$ cat src/rtl/block_256_to_byte.sv
// rtl/block_256_to_byte.sv - serialises a 256-bit block into bytes over a 4-phase ack handshake
module block_256_to_byte #(
   parameter int NBYTES = 32,
   parameter int CNT_W  = 5
) (
   input  logic                clk,
   input  logic                rst_p,
   input  logic                in_en,
   input  logic [8*NBYTES-1:0] block,
   input  logic                start,
   input  logic                ack1,
   output logic [7:0]          part_block,
   output logic                byte_rdy,
   output logic                busy,
   output logic                done,
   output logic                ovf
);
   localparam int BW = 8 * NBYTES;
   localparam logic [1:0] IDLE     = 2'd0;
   localparam logic [1:0] SHOW     = 2'd1;
   localparam logic [1:0] WAIT_LOW = 2'd2;
   localparam logic [1:0] FIN      = 2'd3;
   localparam logic [CNT_W-1:0] LAST_IDX = CNT_W'(NBYTES - 1);

   logic             ack_s1_q, ack_s1_d;
   logic             ack_s2_q, ack_s2_d;
   logic             ack_d_q, ack_d_d;
   logic [1:0]       state_q, state_d;
   logic [CNT_W-1:0] idx_q, idx_d;
   logic [BW-1:0]    shadow_q, shadow_d;
   logic [7:0]       part_block_q, part_block_d;
   logic             byte_rdy_q, byte_rdy_d;
   logic             busy_q, busy_d;
   logic             done_q, done_d;
   logic             ovf_q, ovf_d;
   logic             ack_rise, ack_low;

   always_comb begin
      ack_s1_d = ack_s1_q;
      ack_s2_d = ack_s2_q;
      ack_d_d  = ack_d_q;
      if (in_en) begin
         ack_s1_d = ack1;
         ack_s2_d = ack_s1_q;
         ack_d_d  = ack_s2_q;
      end
      ack_rise = ack_s2_q & ~ack_d_q;
      ack_low  = ~ack_s2_q;

      state_d      = state_q;
      idx_d        = idx_q;
      shadow_d     = shadow_q;
      part_block_d = part_block_q;
      byte_rdy_d   = byte_rdy_q;
      busy_d       = busy_q;
      done_d       = 1'b0;
      ovf_d        = 1'b0;

      case (state_q)
         IDLE: begin
            if (start) begin
               shadow_d     = block;
               part_block_d = block[BW-1 -: 8];
               idx_d        = '0;
               byte_rdy_d   = 1'b1;
               busy_d       = 1'b1;
               state_d      = SHOW;
            end
         end
         SHOW: begin
            // The next byte is loaded while byte_rdy drops, so it settles before rdy rises again.
            if (in_en && ack_rise) begin
               byte_rdy_d = 1'b0;
               if (idx_q == LAST_IDX) begin
                  state_d = FIN;
               end else begin
                  idx_d        = idx_q + CNT_W'(1);
                  part_block_d = shadow_q[BW-9 -: 8];
                  shadow_d     = shadow_q << 8;
                  state_d      = WAIT_LOW;
               end
            end
         end
         WAIT_LOW: begin
            if (in_en && ack_low) begin
               byte_rdy_d = 1'b1;
               state_d    = SHOW;
            end
         end
         FIN: begin
            if (in_en && ack_low) begin
               done_d  = 1'b1;
               busy_d  = 1'b0;
               state_d = IDLE;
            end
         end
         default: state_d = IDLE;
      endcase

      // A start outside IDLE (including the FIN->IDLE cycle) is dropped and flagged.
      if (start && (state_q != IDLE)) begin
         ovf_d = 1'b1;
      end
   end

   always_ff @(posedge clk) begin
      if (rst_p) begin
         ack_s1_q     <= 1'b0;
         ack_s2_q     <= 1'b0;
         ack_d_q      <= 1'b0;
         state_q      <= IDLE;
         idx_q        <= '0;
         shadow_q     <= '0;
         part_block_q <= '0;
         byte_rdy_q   <= 1'b0;
         busy_q       <= 1'b0;
         done_q       <= 1'b0;
         ovf_q        <= 1'b0;
      end else begin
         ack_s1_q     <= ack_s1_d;
         ack_s2_q     <= ack_s2_d;
         ack_d_q      <= ack_d_d;
         state_q      <= state_d;
         idx_q        <= idx_d;
         shadow_q     <= shadow_d;
         part_block_q <= part_block_d;
         byte_rdy_q   <= byte_rdy_d;
         busy_q       <= busy_d;
         done_q       <= done_d;
         ovf_q        <= ovf_d;
      end
   end

   assign part_block = part_block_q;
   assign byte_rdy   = byte_rdy_q;
   assign busy       = busy_q;
   assign done       = done_q;
   assign ovf        = ovf_q;
endmodule

$ cat config.mk
export PLATFORM = sky130hd
export DESIGN_NAME = block_256_to_byte
export DESIGN_NICKNAME = d
export VERILOG_FILES = /design/src/rtl/block_256_to_byte.sv
export SDC_FILE = /design/constraint.sdc
export NUM_CORES = 1
export LEC_CHECK = 0
export ABC_CLOCK_PERIOD_IN_PS = 2750
export CAP_MARGIN = 5
export CORE_MARGIN = 2
export CORE_UTILIZATION = 53
export DETAILED_ROUTE_END_ITERATION = 8
export PLACE_DENSITY = 0.85
export SYNTH_ARGS = -nofsm -noshare
export SYNTH_HDL_FRONTEND = slang
export SYNTH_SLANG_ARGS = --single-unit
$ cat constraint.sdc
create_clock -name clk -period 2.75 [get_ports clk]
set_clock_uncertainty 0.15 [all_clocks]
set_input_delay 0.55 -clock clk [delete_from_list [all_inputs] [get_ports clk]]
set_output_delay 0.55 -clock clk [all_outputs]
set_load 0.01 [all_outputs]
== After elaboration in Yosys (flattened, before gate mapping) ==
Index checks and enable logic that the tools add are counted.
Word-level totals
  bits of input ports: 261
  register bits: 270
  output and inout bits: 12
Operators by class
  equal/unequal tests: 9
  bitwise logic cells: 4
  add/subtract/negate cells: 1
  muxes and demuxes: 26
  reductions and logical operators: 13
Operators with widths (number)
  $mux W248: 3
  $pmux W248 S2: 1
  $mux W8: 3
  $pmux W8 S2: 1
  $mux W5: 3
  $reduce_and A4 Y1: 3
  $ne A2 B2 Y1 const B: 5
  $pmux W5 S2: 1
  $mux W2: 4
  $pmux W2 S4: 1
  $mux W1: 7
  $reduce_bool A2 Y1: 3
  $add A5 B1 Y5 const B: 1
  $eq A5 B5 Y1 const B: 1
  $eq A2 B2 Y1 const B: 2
  $logic_and A1 B1 Y1: 3
  $not A1 Y1: 3
  $pmux W1 S3: 1
  $reduce_and A3 Y1: 1
  $reduce_bool A3 Y1: 1
  $eq A2 B1 Y1 const B: 1
  $logic_not A2 Y1: 1
  $pmux W1 S2: 1
  $reduce_or A2 Y1: 1
  $and A1 B1 Y1: 1

== Depth between registers and ports, before layout ==
  depth after elaboration: 5
  mapped depth: 10

== Worst setup path before layout ==
OpenSTA, ideal clock, no wires.
  kind: reg2reg
  start point: register idx_q[0]
  end point: register shadow_q[0]
  slack: 614 ps
  arrival: 1915 ps
  data required time: 2528 ps
  buffers on the path: 4
  clock period less this slack: 2136 ps
  cell stages (with the launch flop): 11
  setup time: 72 ps
  path through: dfxtp_1 > ha_1 > and3_1 > ha_1 > nor3b_2 > buf_4 > a21o_1 > buf_6 > buf_6 > buf_6 > mux2i_1
Between the ends
  longest elaborated chain between the ends: 3
Ends and longest elaborated chain
  start: declaration: line 29  | logic [CNT_W-1:0] idx_q, idx_d;
  start signal: assignment: line 124  | idx_q <= idx_d;
  $eq A5 B5 Y1: line 74  | if (idx_q == LAST_IDX) begin
  $ne A2 B2 Y1 (no line)
  $reduce_and A4 Y1 (no line)
  end signal: assignment: line 125  | shadow_q <= shadow_d;
  end: declaration: line 30  | logic [BW-1:0] shadow_q, shadow_d;
No other way between the ends.
A chain may end at the register's enable or synchronous reset.

== Final worst setup path ==
  start point: register idx_q[0]
  end point: register shadow_q[234]
Same word-level chain as after synthesis.

==> run metrics <==
cell area after synthesis=0.0141 mm^2; FILL cells=1,854; M3 GR Usage=4.35%; post_cts resized=0; hold slack=320 ps; CTS H-tree depth=1; WL final=37,500 um; Placed Instances=1,755; DR pass1 iterations=5; crit-path max FO=111; library cells used by synthesis=36; final slew viol count=0; status=finished clean; largest net degree at the start of global routing=121; Setup TNS Final=0 ps; Overall Global Routing Usage=25.6%; power per cell area=627 mW/mm^2; Initial Utilization=54.0%; cell chain of the critical path=ha_1, and3_1, ha_1, nor3b_4, buf_12, a211oi_1, a211oi_1; Critical Path End Type=flip-flop; site row count=59; LEAKAGE=7.02 nW; DRT iter0 DRCs=928; dpl ws=236 ps; GRT overflow=0; Synth Flop Type=dfxtp_1; max-cap violations=0; DRC Markers=0; Clock Tree Buf Depth=3; Synth Register Bits=270; first-pass GRT wire length=60,000 um; clock latency at the later pin of the worst-skew pair=530 ps; Async SR Flop Fraction=0%; Crit Path Class=reg -> reg; Hold Buf Count CTS=0; Max Freq=0.389 GHz; worst min path class=in -> reg; CP bufs+invs=1; # clock sinks=270; most used routing layer=met2; wire per inst=20.7 um; Root Buffer Master=clkbuf_16; Slew @ Worst Pin=585 ps; Max transition margin=61.0%; antenna-violating nets left=0; Final Hold Fails=0; # IOs=273; yosys warns=0; clk slew on worst S/H paths=60 ps; share of layout cells above drive strength 1=19.6%; final setup vio count=0; die height=167 um; nets@finish=1,713; Worst IR Drop VDD=0.000456 V; Tmin final=2570 ps; vias in the first global route=11,400; Seq/Total Area, Yosys=38.4%; Port Buf Inserts=272; core area=0.0261 mm^2; CTS tree=done; Mean Syn Cell Area=11.1 um^2; GR Layer Usage met2=41.3%; Layout Cells excl Fill=1,809; Final Worst Setup Slack=183 ps; Critical Path RT=3030 ps; EDFF count, synth=0; RD Place Congestion=0.831; slowest stage cell, crit path=buf_12; crit-path max cell delay=430 ps; met1 usage=35.1%; Final Power=11.4 mW; Tcrit/Tclk final=93.4%; crit path launch type=flip-flop; die area=0.0279 mm^2; critical path arrival=2850 ps; postcts setup bufs=0; RSZ-0062 raised after global routing=no; Die Wd=167 um; Area growth, synth to finish=28.9%; detailed placement HPWL=24,600 um; Mapped Cells=1,269; Syn Nets=1,532; cell family with most CP delay=simple AND/OR/NAND/NOR gates; Vias=11,300; Num CTS Buffers=28; initial antenna violation count=3; via density per instance=6.26
-- cell usage after synthesis, types with 2 or more instances --
cell	instances	share of area, %
nor2b_1	3	0.13
o21ai_0	2	0.071
a21o_1	2	0.11
a21oi_1	2	0.071
o21bai_1	2	0.11
nand3b_1	13	0.69
ha_1	2	0.18
nand2b_1	14	0.62
mux2i_1	260	19
buf_2	64	2.3
a211oi_1	318	17
a211oi_2	179	16
dfxtp_1	270	38
buf_4	10	0.53
nor2_1	7	0.19
buf_6	25	2.0
nor3b_1	2	0.11
clkbuf_1	76	2.0
-- where the power goes --
| part | switching, mW | internal [mW] | leakage [nW] |
|---|---|---|---|
| logic | 1.33 | 1.33 | 4.29 |
| registers | 0.247 | 4.32 | 2.23 |
| clock network | 1.59 | 2.55 | 0.499 |
-- sequential cells by signal (all words and copies together), names as in the netlist --
register and cells:
shadow_q 248, part_block 8, idx_q 5, state_q 2, ack_d_q 1, ack_s1_q 1
ack_s2_q 1, busy 1, byte_rdy 1, done 1, ovf 1
-- routing by layer --
metal	up-vias	part of all wire, %
met5	-	0.029
met4	2	2.8
met3	77	5.8
met2	330	46
met1	5521	45
li1	5402	-
-- final timing paths --
kind	from	to	slack (ps)	cells after the start
min reg2reg	shadow_q[1]$_SDFFE_PP0P_	shadow_q[1]$_SDFFE_PP0P_	330	2
min	rst_p	ack_s2_q$_SDFFE_PP0P_	320	2
max reg2reg	idx_q[0]$_SDFFE_PP0P_	shadow_q[234]$_SDFFE_PP0P_	180	7
max	idx_q[0]$_SDFFE_PP0P_	shadow_q[234]$_SDFFE_PP0P_	180	7
-- layout by cell type (no fill, tap or decap), types with 3 or more instances in the layout --
cell             netlist  layout
a211oi_1             318     318
a211oi_2             179     179
buf_12                 0      34
buf_4                 10      20
bufinv_16              0       5
clkbuf_1              76       3
clkbuf_16              0      29
clkbuf_8               0       6
clkdlybuf4s50_1        0     271
clkinv_2               0       6
clkinvlp_4             0       3
dfxtp_1              270     270
mux2i_1              260     260
nand2b_1              14      13
nand3b_1              13      13
nor2_1                 7       7
nor2b_1                3       3
-- layout make-up --
cell class                      count  area (um^2)  share of cell area [%]
Sequential cell                   270         5410                    29.8
Multi-Input combinational cell    824         7720                    42.6
Antenna cell                        2         5.00                  0.0276
Timing Repair Buffer              326         3560                    19.6
Clock inverter                     14          203                    1.12
Clock buffer                       38          820                    4.52
Tap cell                          335          419                    2.31
-- through the flow --
step	util [%]	area (um^2)
after global placement	65.6	17100
final	69.6	18100
after detailed placement	65.6	17100
after CTS	69.6	18100
after floorplan	-	14100
after global routing	69.6	18100
-- cell families (layout without fill, tap and decap cells) --
group / after synthesis / count (layout) / synth area share, %
AO/OA/AOI/OAI: 510 / 510 / 33.5
XOR/XNOR: 1 / 1 / 0.0623
adder cells (fa/ha/maj): 2 / 2 / 0.178
buffers and inverters: 175 / 378 / 6.84
flip-flops: 270 / 270 / 38.4
multiplexers: 260 / 260 / 18.5
other: 0 / 2 / 0
AND/OR/NAND/NOR: 51 / 51 / 2.47
-- worst reg2reg max path, stage by stage (launching register included) --
cell	delay [ps]
dfxtp_1	340
ha_1	240
and3_1	190
ha_1	230
nor3b_4	360
buf_12	430
a211oi_1	230
a211oi_1	300
Note: power is estimated with default switching activity, not from simulation.
